$ cat src/rtl/maxpool2x2_stream_param.sv
// maxpool2x2_stream_param: streaming 2x2/stride-2 max-pool with valid/ready, frame markers and sof error.
// Define MAXPOOL_SIGNED_EN for two's-complement channel compares (unsigned otherwise).
module maxpool2x2_stream_param #(
  parameter int IMG_W = 24,
  parameter int IMG_H = 24,
  parameter int CH    = 3,
  parameter int DW    = 8
) (
  input  logic           clk,
  input  logic           rst,
  input  logic           in_valid,
  output logic           in_ready,
  input  logic           in_sof,
  input  logic [CH*DW-1:0] in_data,
  output logic           out_valid,
  input  logic           out_ready,
  output logic           out_last,
  output logic [CH*DW-1:0] out_data,
  output logic           sof_err
);
  localparam int CW = $clog2(IMG_W);
  localparam int RW = $clog2(IMG_H);
  localparam int AW = IMG_W > 2 ? $clog2(IMG_W / 2) : 1;
  logic [CW-1:0] col, ec;
  logic [RW-1:0] row, er;
  logic [AW-1:0] idx;
  logic [CH*DW-1:0] h_left, h, res, lb_rd;
  logic [CH*DW-1:0] lb [IMG_W/2];
  logic acc, bad_sof, col_end, row_end;
  assign in_ready = !out_valid || out_ready;
  assign acc = in_valid && in_ready;
  assign bad_sof = acc && in_sof && (col != '0 || row != '0);
  // a misplaced sof restarts the frame: the beat is treated as pixel (0,0)
  assign ec = bad_sof ? '0 : col;
  assign er = bad_sof ? '0 : row;
  assign col_end = ec == CW'(IMG_W - 1);
  assign row_end = er == RW'(IMG_H - 1);
  assign idx = AW'(ec >> 1);
  assign lb_rd = lb[idx];
  genvar g;
  for (g = 0; g < CH; g = g + 1) begin : g_ch
    logic [DW-1:0] a, b, l, hm, rm;
    assign a = h_left[g*DW +: DW];
    assign b = in_data[g*DW +: DW];
    assign l = lb_rd[g*DW +: DW];
`ifdef MAXPOOL_SIGNED_EN
    assign hm = $signed(a) > $signed(b) ? a : b;
    assign rm = $signed(l) > $signed(hm) ? l : hm;
`else
    assign hm = a > b ? a : b;
    assign rm = l > hm ? l : hm;
`endif
    assign h[g*DW +: DW] = hm;
    assign res[g*DW +: DW] = rm;
  end
  always_ff @(posedge clk) begin
    if (rst) begin
      col <= '0;
      row <= '0;
      h_left <= '0;
      out_valid <= 1'b0;
      out_last <= 1'b0;
      out_data <= '0;
      sof_err <= 1'b0;
    end else begin
      sof_err <= bad_sof;
      if (acc) begin
        col <= col_end ? '0 : ec + 1'b1;
        row <= col_end ? (row_end ? '0 : er + 1'b1) : er;
        if (!ec[0]) h_left <= in_data;
      end
      if (acc && ec[0] && er[0]) begin
        out_valid <= 1'b1;
        out_data <= res;
        out_last <= col_end && row_end;
      end else if (out_ready) out_valid <= 1'b0;
    end
  end
  // row 0 always rewrites every entry before row 1 reads it, so no reset needed
  always_ff @(posedge clk)
    if (acc && ec[0] && !er[0]) lb[idx] <= h;
endmodule

$ cat config.mk
export PLATFORM = sky130hd
export DESIGN_NAME = maxpool2x2_stream_param
export DESIGN_NICKNAME = d
export VERILOG_FILES = /design/src/rtl/maxpool2x2_stream_param.sv
export SDC_FILE = /design/constraint.sdc
export NUM_CORES = 1
export LEC_CHECK = 0
export CORE_ASPECT_RATIO = 0.6
export CORE_UTILIZATION = 60
export DETAILED_ROUTE_END_ITERATION = 7
export GPL_ROUTABILITY_DRIVEN = 0
export PLACE_DENSITY = 0.76
export SLEW_MARGIN = 10
export SYNTH_ARGS = -nofsm -noshare
export SYNTH_HDL_FRONTEND = slang
export SYNTH_SLANG_ARGS = --single-unit
$ cat constraint.sdc
create_clock -name clk -period 4.05 [get_ports clk]
set_input_delay 0.405 -clock clk [delete_from_list [all_inputs] [get_ports clk]]
set_output_delay 0.405 -clock clk [all_outputs]
set_load 0.02 [all_outputs]
---- Word level (Yosys, flattened, before mapping) ----
Memory sizes are Yosys's and may differ from the RTL's.
Index checks and enable logic that the tools add are counted.
cells by class
  add/sub/neg operators ................... 2
  $lt $le $gt $ge ......................... 6
  eq/ne operators ......................... 2
  mux-type cells .......................... 15
  bitwise logic cells ..................... 1
  reductions and logical operators ........ 15
operators by type and width
  cell                                                            count
  8-bit > comparator                                              6
  8-bit 2-to-1 mux                                                6
  5-bit 2-to-1 mux                                                5
  5-bit by 1-bit adder with 5-bit output (second input constant)  2
  5-bit equality test (second input constant)                     2
  5-bit nonzero test                                              2
  1-bit logical AND                                               7
  1-bit 2-to-1 mux                                                4
  1-bit zero test                                                 2
  1-bit logical OR                                                2
  2-bit AND reduction                                             1
  2-bit nonzero test                                              1
  1-bit NOT                                                       1
word-level totals
  register bits after elaboration ......... 61
  bits in writable memories ............... 288
  input bits .............................. 29
  output and inout port bits .............. 28
  logic and storage cells ................. 49
  memories kept ........................... 1
memories
  name  depth  width  read ports  clocked after memory_dff  wr ports  line  source
  lb    12     24     1           0                         1         28    logic [CH*DW-1:0] lb [IMG_W/2];

---- Logic depth before layout (Yosys ltp) ----
  word-level depth ........................ 10
  depth in mapped cells ................... 17
  mapped depth without buffers ............ 15

---- Worst setup path before layout ----
No wires, ideal clock.
  path kind ............................... input port to flip-flop
  start ................................... in out_ready
  end ..................................... mem lb[5][0] in the netlist's numbering (enable)
  setup time .............................. 0.435 ns
  data arrival time ....................... 3.297 ns
  data required time ...................... 3.615 ns
  slack ................................... 0.318 ns
  stages on the path ...................... 7
  path buffers ............................ 2
  cell sequence ........................... and2b_1 -> inv_2 -> a21boi_0 -> clkbuf_1 -> buf_2 -> nand2_1 -> nor3_1
on the way
  longest elaborated chain between the ends .. 9
  elaborated cells on any way between the ends .. 11
  classes of those cells .................. mux: 4; reduce/logical: 7
RTL lines
  element                                               line    source
  start: declaration                                    16      input logic out_ready,
  1-bit logical OR *                                    30      assign in_ready = !out_valid || out_ready;
  1-bit logical AND *                                   31      assign acc = in_valid && in_ready;
  1-bit logical AND (2 in series)                       32      assign bad_sof = acc && in_sof && (col != '0 || row != '0);
  5-bit 2-to-1 mux (on tied branches)                   34, 35
  1-bit logical AND or 1-bit zero test (tied branches)  81      if (acc && ec[0] && !er[0]) lb[idx] <= h;
  1-bit logical AND                                     81
  1-bit 2-to-1 mux                                      81
  1-bit 2-to-1 mux (not written as such)                81
  end: declaration                                      28
Every way passes the cells marked *; elsewhere a longest branch is shown, timed or not.

---- Worst setup path in the final report ----
  start ................................... reg out_valid
  end ..................................... reg out_data[13]
on the way
  longest elaborated chain between the ends .. 9
  elaborated cells on any way between the ends .. 12
  classes of those cells .................. order compare: 1; mux: 3; reduce/logical: 7; memory: 1
RTL lines
  element                          line  source
  start: declaration               15    output logic out_valid,
  start signal: assignment         61    out_valid <= 1'b0;
  start signal: assignment         73    out_valid <= 1'b1;
  start signal: assignment         76    end else if (out_ready) out_valid <= 1'b0;
  1-bit zero test *                30
  1-bit logical OR *               30
  1-bit logical AND *              31
  1-bit logical AND (2 in series)  32
  5-bit 2-to-1 mux                 34    assign ec = bad_sof ? '0 : col;
  memory read 12 x 24 bit          -
  8-bit > comparator               51    assign rm = l > hm ? l : hm;
  8-bit 2-to-1 mux                 51
  end signal: assignment           74    out_data <= res;
  end: declaration                 18    output logic [CH*DW-1:0] out_data,
Marks and branches as above.
A chain may end at the register's enable or synchronous reset.

==> flow_metrics.tcl <==
set metrics [dict create \
    status "complete, but fails checks" \
    violations "DRC" \
    rsz0062_at_grt "no" \
    synth_edf_count 288 \
    critPathKind "reg2reg" \
    worst_hold_path.endpoint "col[2]" \
    slew_headroom 0.5038 \
    drtPass1Iterations 8 \
    numCtsBuffers 30 \
    fmax_mhz 259.1 \
    ios 57 \
    cts_hold_buf 0 \
    slew_violations 0 \
    max_slew.worst_pin.slew_ns 0.7364 \
    ys_seq_elements 349 \
    via_count 11860 \
    syn_nets 1351 \
    p_int_mw 5.659 \
    post-place-ws_ns -0.1749 \
    area_growth_pct 17.68 \
    instances_no_fill 1799 \
    grt-ovfl-total 0 \
    setup_ws_ns 0.1909 \
    chipWidth_um 212.1 \
    setup_violations 0 \
    fin_util 0.7301 \
    ys.flop_type "edfxtp_1" \
    hpwlAfterDp_mm 30.59 \
    io_buffers 56 \
    p_clk_frac 0.368 \
    drt_iter0_markers 1927 \
    clockBufferDepth 3 \
    ff2ff_setup_slack_ns 0.19 \
    yosysSeqAreaShare 0.6210 \
    rr_startpoint "out_valid" \
    grt_pass1_vias 11000 \
    holdWs_ns 0.1614 \
    crit_path_start_kind "flop" \
    synth.avg_cell_area_um2 12.49 \
    drv_cap 0 \
    crit_required_ns 4.56 \
    filler_cell_count 1660 \
    arrival_ns 4.37 \
    combPwrFrac 0.096 \
    antenna_found_initial 0 \
    clk_pin_slew_ns 0.07 \
    total_leakage_power_nw 6.520 \
    start_util 0.6204 \
    grt_first_pass_wirelength_mm 67.16 \
    track_usage 0.3362 \
    grt_max_degree 79 \
    vias_per_cell 6.595 \
    wl_per_cell_um 24.89 \
    clk_latency_ns 0.60 \
    die_y_um 128.1 \
    core_region_area_mm2 0.02562 \
    drc 1 \
    p_per_area_mw_per_mm2 398.1 \
    dieArea_mm2 0.02716 \
    irDropWorstVdd_mv 0.3112 \
    ys_async_sr_fraction 0 \
    p_switching_mw 1.788 \
    cts_tree "done" \
    end_kind "flop" \
    num-nets-final 1504 \
    p_sw_frac 0.2401 \
    synthCells 1272 \
    antenna_cells 0 \
    hold_path_class "in2reg" \
    r2r-end "out_data[13]" \
    total_power_mw 7.446 \
    cts.sinks 349 \
    htreeDepth 1 \
    finalClockSkew_ns 0.04153 \
    ys_types 65 \
    hold_path_depth 2 \
    min_period_ns 3.859 \
    placed_cells 1743 \
    synth_warnings 0 \
    syn-cell-area_mm2 0.01589 \
    cts_root_buffer "clkbuf_16" \
    ff2ff_path_depth 16 \
    fin_crit_sh 0.9529 \
    ant_nets 0 \
    layout-drive-gt1-share 0.1880 \
    worstHoldStart "rst" \
    drt-total-wl_mm 44.79 \
    worstSetupStartpoint "out_valid" \
    final_hold_viol_count 0 \
    seqPwrFrac 0.536 \
    worstPathMaxFanout 10 \
    num_rows 45 \
]
## cell families (layout without fill, tap and decap cells)
family                     after synthesis  count (layout)  share of synthesized area
DFF                                    349             349                     0.6210
and+or+nand+nor                        328             328                     0.1050
buffers and inverters                  142             317                    0.03684
xor gates and xnor gates                 2               2                   0.001102
AOI/OAI and AO/OA                      336             336                     0.1470
adders and majority gates               50              50                    0.03936
muxes                                   65              65                    0.04968
## sequential cells by signal, indices dropped and copies added (netlist names)
register and count:
col 5, sof_err 1, out_last 1, h_left 24
lb 288, row 5, out_data 24, out_valid 1
## power by group through the flow
stage	Sequential (mW)	Combinational [mW]	Clock (mW)
4_1_cts	3.99	0.693	2.74
6_report	3.99	0.715	2.74
5_1_grt	3.99	0.774	2.88
2_1_floorplan	4.06	0.390	0
3_5_place_dp	4.07	0.687	0
3_3_place_gp	4.07	0.669	0
## what timing repair did
| item | 4_1_cts | 5_1_grt |
|---|---|---|
| setup endpoints to repair | 0 | 2 |
| hold endpoints to repair | 0 | 0 |
| setup buffers | 0 | 2 |
| gates resized for setup | 0 | 3 |
## stage by stage
step                      instance area, µm²  setup TNS [ns]
after floorplan                        15890               0
after global placement                 17770         -0.2279
after global routing                   18700               0
after CTS                              18680               0
final                                  18700               0
after detailed placement               17770          -1.556
## how the worst max path moves through the flow
| stage | cells past startpoint | end |
|---|---|---|
| finish | 16 | out_data[13] |
| detailed placement | 17 | out_data[12] |
| floorplan | 7 | lb[5][0] |
| global route | 16 | out_data[13] |
| CTS | 15 | out_data[11] |
| global placement | 17 | out_data[14] |
## synth_stat cells (all sizes together), types with 3 or more instances
cell type / count / area share
a31oi: 7 / 0.0028
nor2b: 15 / 0.0059
o21ai: 43 / 0.014
a2111oi: 5 / 0.0039
a2bb2oi: 3 / 0.0017
mux4: 8 / 0.011
nor3b: 5 / 0.0024
o211ai: 49 / 0.023
mux2: 31 / 0.022
a211o: 16 / 0.0088
or4: 3 / 0.0014
edfxtp: 288 / 0.54
a221o: 11 / 0.0069
a211oi: 12 / 0.0057
and2: 9 / 0.0035
or2: 28 / 0.011
mux2i: 26 / 0.016
a21o: 7 / 0.0033
clkbuf: 32 / 0.0076
buf: 38 / 0.012
and3: 17 / 0.0067
o22ai: 36 / 0.015
nor2: 41 / 0.0098
and4: 3 / 0.0017
nand4b: 12 / 0.0066
nor3: 12 / 0.0038
nand2b: 5 / 0.0020
dfxtp: 61 / 0.077
nand2: 111 / 0.026
inv: 71 / 0.017
o221ai: 31 / 0.017
nand3: 33 / 0.010
a21oi: 90 / 0.029
nand4: 24 / 0.0094
ha: 50 / 0.039
a222oi: 3 / 0.0019
nor4: 6 / 0.0024
a22oi: 3 / 0.0014
## critical path: stages, from the launching register on
cell	delay, ns
dfxtp_1	0.35
and2b_1	0.32
inv_2	0.18
nand2_1	0.23
buf_4	0.21
o22ai_1	0.08
o21ai_0	0.60
and3_1	0.27
ha_1	0.24
nand3_1	0.07
nor3_1	0.06
nor4_1	0.31
o21ai_0	0.16
buf_4	0.19
nand4b_1	0.22
buf_4	0.20
nand4_1	0.07
## cell usage in the layout (no fill, tap or decap), drive strengths merged, types with 36 or more instances in the layout
cell type,synthesis,layout
dfxtp,61,61
edfxtp,288,288
inv,71,70
o211ai,49,49
nand2,111,111
clkbuf,32,38
o22ai,36,36
ha,50,50
o21ai,43,43
clkdlybuf4s50,0,55
a21oi,90,90
nor2,41,41
buf,38,136
## final cells by class
cell class	count	area (µm²)	share of cell area
flip-flops and latches	349	9874	0.5280
multi-input cells	781	5494	0.2938
repair buffers	191	1707	0.09125
clock buffers	38	780.7	0.04174
well taps	352	440.4	0.02355
inverters	72	274.0	0.01465
clock inverters	16	132.6	0.007091
## routing by layer
layer,GRT usage,up-vias,wire [µm]
met3,0.1198,90,7059
met2,0.4500,870,17540
li1,-,5214,-
met4,0.06266,0,888
met5,0,-,0
met1,0.5239,5690,19300
Note: power is estimated with default switching activity, not from simulation.
